===== src/rtl/fft_bf_scheduler.sv =====
// Address/strobe sequencer that drives one radix-2 DIF butterfly over an in-place N-point transform.
// Stages are separated by a drain barrier so every result of a stage is written before the next stage reads.
module fft_bf_scheduler #(
   parameter int N      = 16,
   parameter int LOG_N  = 4,
   parameter int MWIDTH = 8
) (
   input  logic              clk,
   input  logic              rst_n,
   input  logic              start,
   output logic              busy,
   output logic              done,
   output logic              rd_en,
   output logic [LOG_N-1:0]  rd_addr_a,
   output logic [LOG_N-1:0]  rd_addr_b,
   output logic [LOG_N-2:0]  tw_addr,
   output logic              bf_x_nd,
   output logic [MWIDTH-1:0] bf_m_in,
   input  logic              bf_y_nd,
   input  logic [MWIDTH-1:0] bf_m_out,
   output logic              wr_en,
   output logic [LOG_N-1:0]  wr_addr_a,
   output logic [LOG_N-1:0]  wr_addr_b,
   output logic              error,
   output logic [1:0]        state_dbg
);

   localparam int KW = LOG_N - 1;
   localparam int SW = $clog2(LOG_N);
   localparam logic [KW-1:0]    K_LAST = KW'(N/2 - 1);
   localparam logic [SW-1:0]    S_LAST = SW'(LOG_N - 1);
   localparam logic [LOG_N-1:0] HALF   = LOG_N'(N/2);

   typedef enum logic [1:0] {S_IDLE, S_ISSUE, S_DRAIN, S_DONE} state_t;

   state_t             state_q;
   logic [SW-1:0]      s_q;
   logic [KW-1:0]      k_q;
   logic [LOG_N-1:0]   cnt_q, cnt_d;
   logic               busy_q, done_q, rd_en_q, x_nd_q, err_q;
   logic [LOG_N-1:0]   rd_a_q, rd_b_q;
   logic [KW-1:0]      tw_q;
   logic [MWIDTH-1:0]  m_in_q;

   logic [KW-1:0]      iss_k;
   logic [SW-1:0]      iss_s, p;
   logic [LOG_N-1:0]   kk, hh, lo, nx_a, nx_b;
   logic [KW-1:0]      nx_tw;
   logic               err_set, drain_ok;

   // Index of the butterfly that the next rd_en edge will present.
   always_comb begin
      iss_k = '0;
      iss_s = '0;
      case (state_q)
         S_ISSUE: begin
            iss_k = k_q + KW'(1);
            iss_s = s_q;
         end
         S_DRAIN: iss_s = s_q + SW'(1);
         default: ;
      endcase
      p     = S_LAST - iss_s;
      kk    = {1'b0, iss_k};
      hh    = LOG_N'(1) << p;
      lo    = hh - LOG_N'(1);
      nx_a  = (((kk >> p) << p) << 1) | (kk & lo);
      nx_b  = nx_a | hh;
      nx_tw = KW'((kk & lo) << iss_s);
   end

   always_comb begin
      cnt_d = cnt_q;
      if (x_nd_q && !bf_y_nd && cnt_q != HALF)
         cnt_d = cnt_q + LOG_N'(1);
      else if (bf_y_nd && !x_nd_q && cnt_q != '0)
         cnt_d = cnt_q - LOG_N'(1);
      err_set  = bf_y_nd && ((state_q == S_IDLE) || (cnt_q == '0 && !x_nd_q));
      // Looking at the post-update count lets the next stage start the cycle after the last write.
      drain_ok = (cnt_d == '0) && !x_nd_q;
   end

   always_ff @(posedge clk or negedge rst_n) begin
      if (!rst_n) begin
         state_q <= S_IDLE;
         s_q     <= '0;
         k_q     <= '0;
         cnt_q   <= '0;
         busy_q  <= 1'b0;
         done_q  <= 1'b0;
         rd_en_q <= 1'b0;
         rd_a_q  <= '0;
         rd_b_q  <= '0;
         tw_q    <= '0;
         x_nd_q  <= 1'b0;
         m_in_q  <= '0;
         err_q   <= 1'b0;
      end else begin
         x_nd_q <= rd_en_q;
         m_in_q <= {rd_a_q, rd_b_q};
         cnt_q  <= cnt_d;
         err_q  <= err_q | err_set;
         done_q <= 1'b0;
         case (state_q)
            S_IDLE: if (start) begin
               state_q <= S_ISSUE;
               busy_q  <= 1'b1;
               rd_en_q <= 1'b1;
               s_q     <= '0;
               k_q     <= '0;
               rd_a_q  <= nx_a;
               rd_b_q  <= nx_b;
               tw_q    <= nx_tw;
            end
            S_ISSUE: if (k_q == K_LAST) begin
               k_q     <= '0;
               rd_en_q <= 1'b0;
               state_q <= S_DRAIN;
            end else begin
               k_q    <= iss_k;
               rd_a_q <= nx_a;
               rd_b_q <= nx_b;
               tw_q   <= nx_tw;
            end
            S_DRAIN: if (drain_ok) begin
               if (s_q == S_LAST) begin
                  state_q <= S_DONE;
                  done_q  <= 1'b1;
                  busy_q  <= 1'b0;
               end else begin
                  state_q <= S_ISSUE;
                  s_q     <= iss_s;
                  rd_en_q <= 1'b1;
                  rd_a_q  <= nx_a;
                  rd_b_q  <= nx_b;
                  tw_q    <= nx_tw;
               end
            end
            S_DONE:  state_q <= S_IDLE;
            default: state_q <= S_IDLE;
         endcase
      end
   end

   assign busy      = busy_q;
   assign done      = done_q;
   assign rd_en     = rd_en_q;
   assign rd_addr_a = rd_a_q;
   assign rd_addr_b = rd_b_q;
   assign tw_addr   = tw_q;
   assign bf_x_nd   = x_nd_q;
   assign bf_m_in   = m_in_q;
   assign error     = err_q;
   assign state_dbg = state_q;
   assign wr_en     = bf_y_nd;
   assign wr_addr_a = bf_m_out[MWIDTH-1:LOG_N];
   assign wr_addr_b = bf_m_out[LOG_N-1:0];

endmodule


===== config.mk =====
export PLATFORM = sky130hd
export DESIGN_NAME = fft_bf_scheduler
export DESIGN_NICKNAME = d
export VERILOG_FILES = /design/src/rtl/fft_bf_scheduler.sv
export SDC_FILE = /design/constraint.sdc
export NUM_CORES = 1
export LEC_CHECK = 0
export ABC_AREA = 1
export CAP_MARGIN = 10
export CORE_ASPECT_RATIO = 1.75
export CORE_MARGIN = 4
export CORE_UTILIZATION = 52
export CTS_BUF_LIST = sky130_fd_sc_hd__clkbuf_4 sky130_fd_sc_hd__clkbuf_8 sky130_fd_sc_hd__clkbuf_16
export CTS_CLUSTER_DIAMETER = 120
export DETAILED_ROUTE_END_ITERATION = 8
export GPL_TIMING_DRIVEN = 0
export PLACE_DENSITY = 0.87
export SLEW_MARGIN = 5
export SYNTH_ARGS = -nofsm -noshare
export SYNTH_HDL_FRONTEND = slang
export SYNTH_SLANG_ARGS = --single-unit

===== constraint.sdc =====
create_clock -name clk -period 4.3 [get_ports clk]
set_input_delay 1.075 -clock clk [delete_from_list [all_inputs] [get_ports clk]]
set_output_delay 1.075 -clock clk [all_outputs]
set_load 0.01 [all_outputs]

# Word-level counts from Yosys, hierarchy flattened
# Cells that the tools add are included.
word_totals:
  regBits: 35
  inputBits: 12
  output_inout_bits: 35
  wordCells: 104
classes:
  n_addsub: 6
  n_eq_ne: 12
  shifts: 4
  mux: 42
  bitwise_logic: 4
  reduce_logical: 23
ops:
  columns: ["op", "n"]
  rows:
  - ["4-bit two-way mux", 10]
  - ["4-bit one-hot mux with 3 select lines", 2]
  - ["3-bit two-way mux", 7]
  - ["2-bit two-way mux", 7]
  - ["2-bit inequality test (second input constant)", 6]
  - ["5-bit AND reduction", 2]
  - ["1-bit two-way mux", 9]
  - ["3-bit one-hot mux with 3 select lines", 1]
  - ["4-bit logical NOT", 2]
  - ["4-bit OR", 2]
  - ["2-bit one-hot mux with 2 select lines", 2]
  - ["2-bit one-hot mux with 4 select lines", 1]
  - ["4-bit AND reduction", 2]
  - ["4-bit by 2-bit << shifter with 3-bit output", 2]
  - ["4-bit by 1-bit subtractor with 4-bit output (second input constant)", 2]
  - ["1-bit logical AND", 7]
  - ["2-bit equality test (second input constant)", 3]
  - ["3-bit one-hot mux with 2 select lines", 1]
  - ["4-bit by 1-bit adder with 4-bit output (second input constant)", 1]
  - ["3-bit by 4-bit AND with 4-bit output", 1]
  - ["4-bit inequality test (second input constant)", 1]
  - ["2-bit nonzero test", 2]
  - ["4-bit nonzero test", 1]
  - ["1-bit by 2-bit << shifter with 4-bit output (first input constant)", 1]
  - ["15 further kinds", 16]

# Logic depth before layout (Yosys ltp)
# Gate-level depths: netlist of the first run.
logic_depth:
  ltp_word: 11
  depth_mapped: 14
  depth_no_buf: 14

# Least setup slack after synthesis of the first run
# Ideal clock, no wire load.
synth_path:
  kind: "input-to-reg"
  startpoint: "in bf_y_nd"
  endpoint: "reg rd_b_q[1] (netlist: rd_addr_b[1])"
  arrival_time_ns: 2.241
  setup_slack_ns: 1.942
  cell_stages: 12
  n_path_buf: 1
  path_cell_list: "inv_2 > nor2_2 > nand2_2 > nand2_1 > nand2_1 > a21oi_2 > nand3_2 > a21oi_4 > nand2_2 > buf_6 > nand2_1 > nand2_1"
synth_between:
  elab_chain_cells: 8
  elab_cells_between_ends: 11
synth_lines:
  columns: ["element", "line", "source"]
  rows:
  - ["from (decl)", "19", "input logic bf_y_nd,"]
  - ["1-bit logical AND or 1-bit logical NOT (tied branches)", "76, 74", null]
  - ["1-bit logical AND, on equally long branches", "76, 74", null]
  - ["4-bit two-way mux or 1-bit logical AND (tied branches)", "76, 74", null]
  - ["4-bit two-way mux (*)", "74", "if (x_nd_q && !bf_y_nd && cnt_q != HALF)"]
  - ["4-bit logical NOT (*)", "80", "drain_ok = (cnt_d == '0) && !x_nd_q;"]
  - ["1-bit logical AND (*)", "80", null]
  - ["2-bit inequality test (no line) (*)", null, null]
  - ["5-bit AND reduction (no line) (*)", null, null]
  - ["to (signal assigned)", "112", "rd_b_q <= nx_b;"]
  - ["to (signal assigned)", "122", "rd_b_q <= nx_b;"]
  - ["to (signal assigned)", "135", "rd_b_q <= nx_b;"]
  - ["to (decl)", "41", "logic [LOG_N-1:0] rd_a_q, rd_b_q;"]
# Mark *: on every way between the ends. The rest lies on a longest branch, timed or not.
# A chain may end at the register's enable or synchronous reset.

# Worst setup path after layout of the first run
layout_path:
  startpoint: "in bf_y_nd"
  endpoint: "out wr_en"
layout_lines:
  columns: ["element", "line", "source"]
  rows:
  - ["to (decl)", "21", "output logic wr_en,"]
# No word-level cell between the ends.

==> load_flow_metrics.sql, run 1 <==
INSERT INTO impl_metrics (metric_group, metric, value, unit) VALUES
('clocking', 'cts_tree', 'built', ''),
('layout', 'final_util', '70.3', '%'),
('detailed_routing', 'postRouteAntennaNets', '0', ''),
('logic_synthesis', 'yosysWarningCount', '0', ''),
('job', 'cap_violations', '0', ''),
('global_route', 'globalRouteTotalUtil', '18.6', '%'),
('timing', 'finalWorstSetupSlack', '0.934', 'ns'),
('clocking', 'clkLatencyLatePin', '0.29', 'ns'),
('global_route', 'grt_max_degree', '36', ''),
('clocking', 'postCtsHoldBufs', '0', ''),
('setup_path', 'cpMostUsedCell', 'clkdlybuf4s50_1', ''),
('logic_synthesis', 'synth_area_per_cell', '8.23', 'um2'),
('outcome', 'status', 'finished clean', ''),
('timing', 'finalClockSkew', '0.00444', 'ns'),
('setup_path', 'worstSetupStartpoint', 'bf_y_nd', ''),
('clocking', 'ctsRootBufferMaster', 'clkbuf_8', ''),
('setup_path', 'start_kind', 'input pin', ''),
('min_path', 'timing.hold.worst.class', 'flop to flop', ''),
('global_route', 'first_global_vias', '1606', ''),
('logic_synthesis', 'seq_area_frac_synth', '46.9', '%'),
('detailed_routing', 'via_count', '1626', ''),
('clocking', 'post_cts.resized_instances', '0', ''),
('timing', 'max_slew.worst_pin.slew', '0.732', 'ns'),
('die', 'core_area', '3430', 'um2'),
('setup_path', 'reg2reg_from', 'cnt_q[0]$_DFF_PN0_', ''),
('layout', 'design.final.nets', '294', ''),
('die', 'placement_rows', '28', ''),
('logic_synthesis', 'synth-seq-cells', '35', ''),
('detailed_routing', 'post-route-drc-count', '0', ''),
('logic_synthesis', 'synthCells', '227', ''),
('global_route', 'antenna_found_initial', '0', ''),
('clocking', 'postCtsSetupBuffers', '0', ''),
('layout', 'n_antenna_cell', '0', ''),
('layout', 'proportion_of_layout_cells_with_a_drive_suffix_above_1', '13.2', '%'),
('place', 'placedInstanceArea', '2300', 'um2'),
('setup_path', 'crit_path_end', 'wr_en', ''),
('setup_path', 'worst_setup_path_class', 'input pin to output pin', ''),
('setup_path', 'critical_path.cell_chain', 'clkdlybuf4s50_1 -> buf_4 -> clkdlybuf4s50_1', ''),
('layout', 'filler_cell_count', '283', ''),
('timing', 'total_of_endpoints_with_negative_setup_slack_in_the_final_report', '0', ''),
('logic_synthesis', 'synthesis.area', '1870', 'um2'),
('place', 'dp.cells', '310', ''),
('logic_synthesis', 'netlist_top_cells_area', 'dfrtp_1 47%, nand2_1 14%, ha_1 6.7%, nand3_1 6.2%, inv_1 4.4%', ''),
('place', 'port_buffers', '38', ''),
('layout', 'layout.cells.non_filler', '318', ''),
('power_and_ir_drop', 'leakage_power_summed_over_all_cells', '1.24', 'nW'),
('die', 'die-width', '53.3', 'um'),
('power_and_ir_drop', 'irDropWorstVdd', '0.000476', 'V'),
('timing', 'fin_tns_setup', '0', 'ns'),
('clocking', 'htreeDepth', '2', ''),
('logic_synthesis', 'synthDominantCellAreaShare', '46.9', '%'),
('logic_synthesis', 'synth.lib_cells_used.distinct', '27', ''),
('timing', 'worst_hold_slack', '0.400', 'ns'),
('detailed_routing', 'avgViaCountPerCell', '5.11', ''),
('die', 'boundaryPins', '47', ''),
('logic_synthesis', 'synth_fp_nets', '249', ''),
('setup_path', 'largest_fanout_on_the_critical_path', '4', ''),
('timing', 'worst_slew_margin_rel', '51.2', '%'),
('global_route', 'grt_first_pass_wirelength', '6500', 'um'),
('setup_path', 'timing.critical_path.slowest_stage_cell', 'clkdlybuf4s50_1', ''),
('timing', 'finalMaxSlewViolations', '0', ''),
('die', 'initial_cell_density_of_the_core', '54.4', '%'),
('timing', 'timing.final.hold_violations', '0', ''),
('timing', 'timing.final.crit_period', '3.37', 'ns'),
('setup_path', 'regToRegSetupSlack', '2.03', 'ns'),
('place', 'place.gp.congestion', '0.933', ''),
('timing', 'fin_crit_sh', '78.3', '%'),
('die', 'floorplan.die_area', '4660', 'um2'),
('setup_path', 'r2r.worst_path.cells', '14', ''),
('clocking', 'cts-buffers-inserted', '5', ''),
('layout', 'design_area', '2410', 'um2');
## flip-flops by register name, indices dropped and copies added (netlist names)
name / flops
busy: 1
rd_addr_a: 4
rd_addr_b: 4
state_dbg: 2
rd_en: 1
tw_addr: 3
s_q: 2
bf_x_nd: 1
k_q: 3
done: 1
error: 1
bf_m_in: 8
cnt_q: 4
## synth_stat cells
master     number
o21ai_0         5
nand3_2         1
or2_2           2
ha_1           10
a21oi_1         8
buf_6           2
o21bai_1        1
nand2_2         5
o21a_1          2
a22o_1          1
o31ai_1         1
nand3b_1        1
nor2_1         13
a21oi_2         1
inv_1          22
nor2_2          3
nand4_1         4
nand3_1        23
a21oi_4         1
o2111ai_1       1
clkbuf_1        1
nand2_1        71
o22ai_1         1
inv_2           2
buf_4           9
buf_2           1
dfrtp_1        35
## how the worst min path moves through the flow
stage | cells after the start | start | slack (ns) | to
after floorplan | 0 | rd_addr_b[0]$_DFFE_PN0P_ | 0.43 | bf_m_in[0]$_DFF_PN0_
after global placement | 0 | rd_addr_b[3]$_DFFE_PN0P_ | 0.39 | bf_m_in[3]$_DFF_PN0_
after detailed placement | 0 | rd_addr_a[3]$_DFFE_PN0P_ | 0.39 | bf_m_in[7]$_DFF_PN0_
after CTS | 0 | rd_addr_a[3]$_DFFE_PN0P_ | 0.40 | bf_m_in[7]$_DFF_PN0_
after global routing | 0 | rd_addr_b[1]$_DFFE_PN0P_ | 0.43 | bf_m_in[1]$_DFF_PN0_
final | 0 | rd_addr_a[3]$_DFFE_PN0P_ | 0.40 | bf_m_in[7]$_DFF_PN0_
## placed cells by master, fill, tap and decap left out
cell / n
nor2_2: 3
clkbuf_8: 5
ha_1: 10
nand4_1: 4
or2_2: 2
inv_1: 22
nand3_1: 23
nor2_1: 13
a22o_1: 1
buf_4: 9
a21oi_1: 8
a21oi_4: 1
buf_2: 2
nand2_2: 5
clkinv_2: 1
nand3_2: 1
o21bai_1: 1
inv_2: 2
o21a_1: 2
nand3b_1: 1
clkinv_4: 1
bufinv_16: 1
dfrtp_1: 35
a21oi_2: 1
buf_6: 2
o2111ai_1: 1
o31ai_1: 1
nand2_1: 71
clkbuf_1: 1
o22ai_1: 1
clkdlybuf4s50_1: 37
o21ai_0: 5
## cell families after synthesis
logic type | after synthesis | synth area share, %
AOI/OAI and AO/OA | 22 | 7.70
and+or+nand+nor | 123 | 28.6
buffers and inverters | 37 | 10.1
DFF | 35 | 46.9
adders and majority gates | 10 | 6.69
## layer usage
| layer | track usage [%] | routed length, um | up-vias | part of all wire (%) |
|---|---|---|---|---|
| met5 | 0 | 0 | - | 0 |
| met1 | 17.6 | 1420 | 761 | 36 |
| met3 | 3.60 | 171 | 10 | 4.3 |
| li1 | - | - | 806 | - |
| met2 | 35.4 | 2290 | 49 | 58 |
| met4 | 9.53 | 93 | 0 | 2.3 |
## power breakdown
part           internal [mW]  leakage, nW  total [mW]  switching, mW
combinational          0.397        0.740       0.934          0.538
clock                  0.172       0.0581       0.294          0.121
sequential             0.449        0.445       0.537         0.0874
## worst max-delay path, delay by kind of cell
| family | cells | cell delay [ns] |
|---|---|---|
| buffers and inverters | 3 | 1.22 |
## layout make-up
type,count,area [um2],share of cell area [%]
Clock inverter,3,43.8,1.81
Multi-Input combinational cell,155,805,33.3
Tap cell,45,56.3,2.33
Inverter,24,90.1,3.73
Buffer,13,98.8,4.10
Sequential cell,35,876,36.3
Clock buffer,5,68.8,2.85
Timing Repair Buffer,38,375,15.6
(Power assumes the default switching activity.)
==> run 2: changes to the inputs <==
Settings changed: CORE_UTILIZATION 52 to 44, PLACE_DENSITY 0.87 to 0.79.
Clock period 4.3 ns to 2.8 ns, I/O delays scaled along.
==> run 2 against run 1 <==
Net effect:
- cell count up 1.3%
- sequential cell count is the same
- global-route usage decreased by 2.8 points
- utilization fell by 12 points
- critical path type unchanged
- largest cell class unchanged
- highest routed layer unchanged
==> load_flow_metrics.sql, run 2 (same netlist as run 1, synthesis figures left out) <==
INSERT INTO impl_metrics (metric_group, metric, value, unit) VALUES
('outcome', 'status', 'finished clean', ''),
('setup_path', 'timing.critical_path.slowest_stage_cell', 'clkdlybuf4s50_1', ''),
('clocking', 'clock_transition_at_the_registers_of_the_reported_paths', '0.07', 'ns'),
('global_route', 'globalRouteOverflowTotal', '0', ''),
('place', 'place.gp.congestion', '0.896', ''),
('die', 'die-width', '57.3', 'um'),
('clocking', 'clkLatencyLatePin', '0.28', 'ns'),
('clocking', 'cts-buffers-inserted', '5', ''),
('timing', 'fin_crit_sh', '93.5', '%'),
('setup_path', 'start_kind', 'input pin', ''),
('min_path', 'whs_endpoint', 'bf_m_in[6]$_DFF_PN0_', ''),
('clocking', 'post_cts.resized_instances', '0', ''),
('timing', 'grt_setup_unrepaired', 'no', ''),
('detailed_routing', 'avgViaCountPerCell', '5.02', ''),
('layout', 'filler_cell_count', '391', ''),
('layout', 'proportion_of_layout_cells_with_a_drive_suffix_above_1', '13.2', '%'),
('layout', 'design.final.nets', '294', ''),
('die', 'die_h', '94.2', 'um'),
('min_path', 'timing.hold.worst.class', 'flop to flop', ''),
('die', 'floorplan.die_area', '5400', 'um2'),
('clocking', 'cts.path.max_buffers', '2', ''),
('setup_path', 'cpMostUsedCell', 'clkdlybuf4s50_1', ''),
('timing', 'max_slew.worst_pin.slew', '0.751', 'ns'),
('layout', 'n_antenna_cell', '0', ''),
('setup_path', 'worst_setup_path_class', 'input pin to output pin', ''),
('place', 'port_buffers', '38', ''),
('timing', 'finalClockSkew', '0.00154', 'ns'),
('clocking', 'postCtsHoldBufs', '0', ''),
('timing', 'finalMaxSlewViolations', '0', ''),
('place', 'place.detailed.hpwl', '3000', 'um'),
('clocking', 'cts_tree', 'built', ''),
('die', 'boundaryPins', '47', ''),
('setup_path', 'r2r-end', 'rd_addr_b[3]$_DFFE_PN0P_', ''),
('clocking', 'htreeDepth', '2', ''),
('global_route', 'grt_max_degree', '36', ''),
('setup_path', 'regToRegSetupSlack', '0.53', 'ns'),
('timing', 'timing.final.crit_period', '2.62', 'ns'),
('setup_path', 'reg2reg_from', 'cnt_q[0]$_DFF_PN0_', ''),
('job', 'cap_violations', '0', ''),
('setup_path', 'largest_fanout_on_the_critical_path', '4', ''),
('detailed_routing', 'detail_route.wl_per_cell', '12.0', 'um'),
('power_and_ir_drop', 'irDropWorstVdd', '0.000553', 'V'),
('detailed_routing', 'via_count', '1618', ''),
('power_and_ir_drop', 'power.density', '1090', 'nW/um2'),
('clocking', 'cts_sinks', '35', ''),
('clocking', 'ctsRootBufferMaster', 'clkbuf_8', ''),
('setup_path', 'setup.worst_path.end_class', 'output pin', ''),
('layout', 'multiInputGateArea', '805', 'um2'),
('layout', 'mostFrequentLayoutCell', 'nand2_1', ''),
('timing', 'worst_slew_margin_rel', '49.9', '%'),
('setup_path', 'crit_arrival', '1.92', 'ns'),
('global_route', 'first_global_vias', '1624', ''),
('die', 'placement_rows', '31', ''),
('global_route', 'globalRouteTotalUtil', '15.8', '%'),
('timing', 'worst_hold_slack', '0.401', 'ns'),
('min_path', 'min_path_cells', '0', ''),
('layout', 'largest_register_ffs', '8', ''),
('global_route', 'grt_first_pass_wirelength', '6690', 'um'),
('layout', 'area_occupied_by_registers', '876', 'um2'),
('setup_path', 'r2r.worst_path.cells', '14', ''),
('timing', 'fin_tns_setup', '0', 'ns'),
('layout', 'layout_common_cells', '71 x nand2_1, 37 x clkdlybuf4s50_1, 35 x dfrtp_1', ''),
('detailed_routing', 'postRouteAntennaNets', '0', ''),
('timing', 'total_of_endpoints_with_negative_setup_slack_in_the_final_report', '0', ''),
('power_and_ir_drop', 'leakage_power_summed_over_all_cells', '1.23', 'nW'),
('die', 'initial_cell_density_of_the_core', '45.5', '%'),
('timing', 'max_freq', '382', 'MHz'),
('clocking', 'postCtsSetupBuffers', '0', ''),
('min_path', 'hold_path_start', 'rd_addr_a[2]$_DFFE_PN0P_', ''),
('detailed_routing', 'detailedRoute.firstPassIterationCount', '4', ''),
('timing', 'timing.final.hold_violations', '0', ''),
('die', 'core_area', '4110', 'um2'),
('global_route', 'antenna_found_initial', '0', ''),
('setup_path', 'critical_path.cell_chain', 'clkdlybuf4s50_1 -> buf_4 -> clkdlybuf4s50_1', ''),
('detailed_routing', 'first_iter_violations', '32', ''),
('detailed_routing', 'drt_wl_total', '3860', 'um'),
('layout', 'layout-area-overhead-vs-synth', '28.1', '%'),
('detailed_routing', 'post-route-drc-count', '0', ''),
('setup_path', 'crit_path_max_incr_delay', '0.56', 'ns'),
('setup_path', 'worst_ep_required_time', '2.10', 'ns');
-- run 2: cell count changes in the layout (fill, tap and decap cells not counted), sizes merged --
cell / delta
clkinvlp: +2
bufinv: -1
clkinv: -1
-- run 2: critical path: cells and delay by family --
| family | cells | cell delay, ns |
|---|---|---|
| buffers and inverters | 3 | 1.22 |
-- run 2: worst max path at each step --
stage,startpoint,endpoint,slack (ns),cells after the start
floorplan,bf_y_nd,rd_addr_b[1]$_DFFE_PN0P_,0.82,12
global route,bf_y_nd,rd_addr_b[3]$_DFFE_PN0P_,0.1,13
global placement,bf_y_nd,tw_addr[1]$_DFFE_PN0P_,0.03,13
finish,bf_y_nd,wr_en,0.18,3
CTS,bf_y_nd,wr_en,0.17,3
detailed placement,bf_y_nd,rd_addr_a[2]$_DFFE_PN0P_,-0.003,13
-- run 2: per-layer routing --
layer | wire, um | vias to the layer above | track usage [%] | share of wire, %
li1 | - | 808 | - | -
met4 | 66 | 0 | 7.74 | 1.7
met5 | 0 | - | 0 | 0
met1 | 1450 | 765 | 14.9 | 37
met2 | 2170 | 39 | 30.8 | 56
met3 | 177 | 6 | 3.16 | 4.6
-- run 2: report_power, final --
part	total [mW]	switching (mW)	internal, mW
registers	0.829	0.139	0.690
logic	1.42	0.811	0.609
clock network	0.359	0.186	0.173
total	2.61	1.14	1.47
-- run 2: final cells by class --
class | instances | share of cell area [%]
sequential | 35 | 36.6
clock inverter | 3 | 0.836
inverter | 24 | 3.76
clock buffer | 5 | 2.87
multi-input combinational | 155 | 33.6
tap | 49 | 2.56
buffer | 13 | 4.13
timing repair buffer | 38 | 15.7
-- run 2: through the flow --
step                      cell area, um2  power (mW)  util, %  instances  setup WS [ns]
after global placement              2310        2.21     56.2        314         0.0282
after detailed placement            2310        2.26     56.1        314       -0.00290
final                               2390        2.61     58.2        322          0.183
after global routing                2390        2.86     58.2        322         0.0978
after floorplan                     1870        1.77        -        227          0.817
after CTS                           2390        2.63     58.2        322          0.175
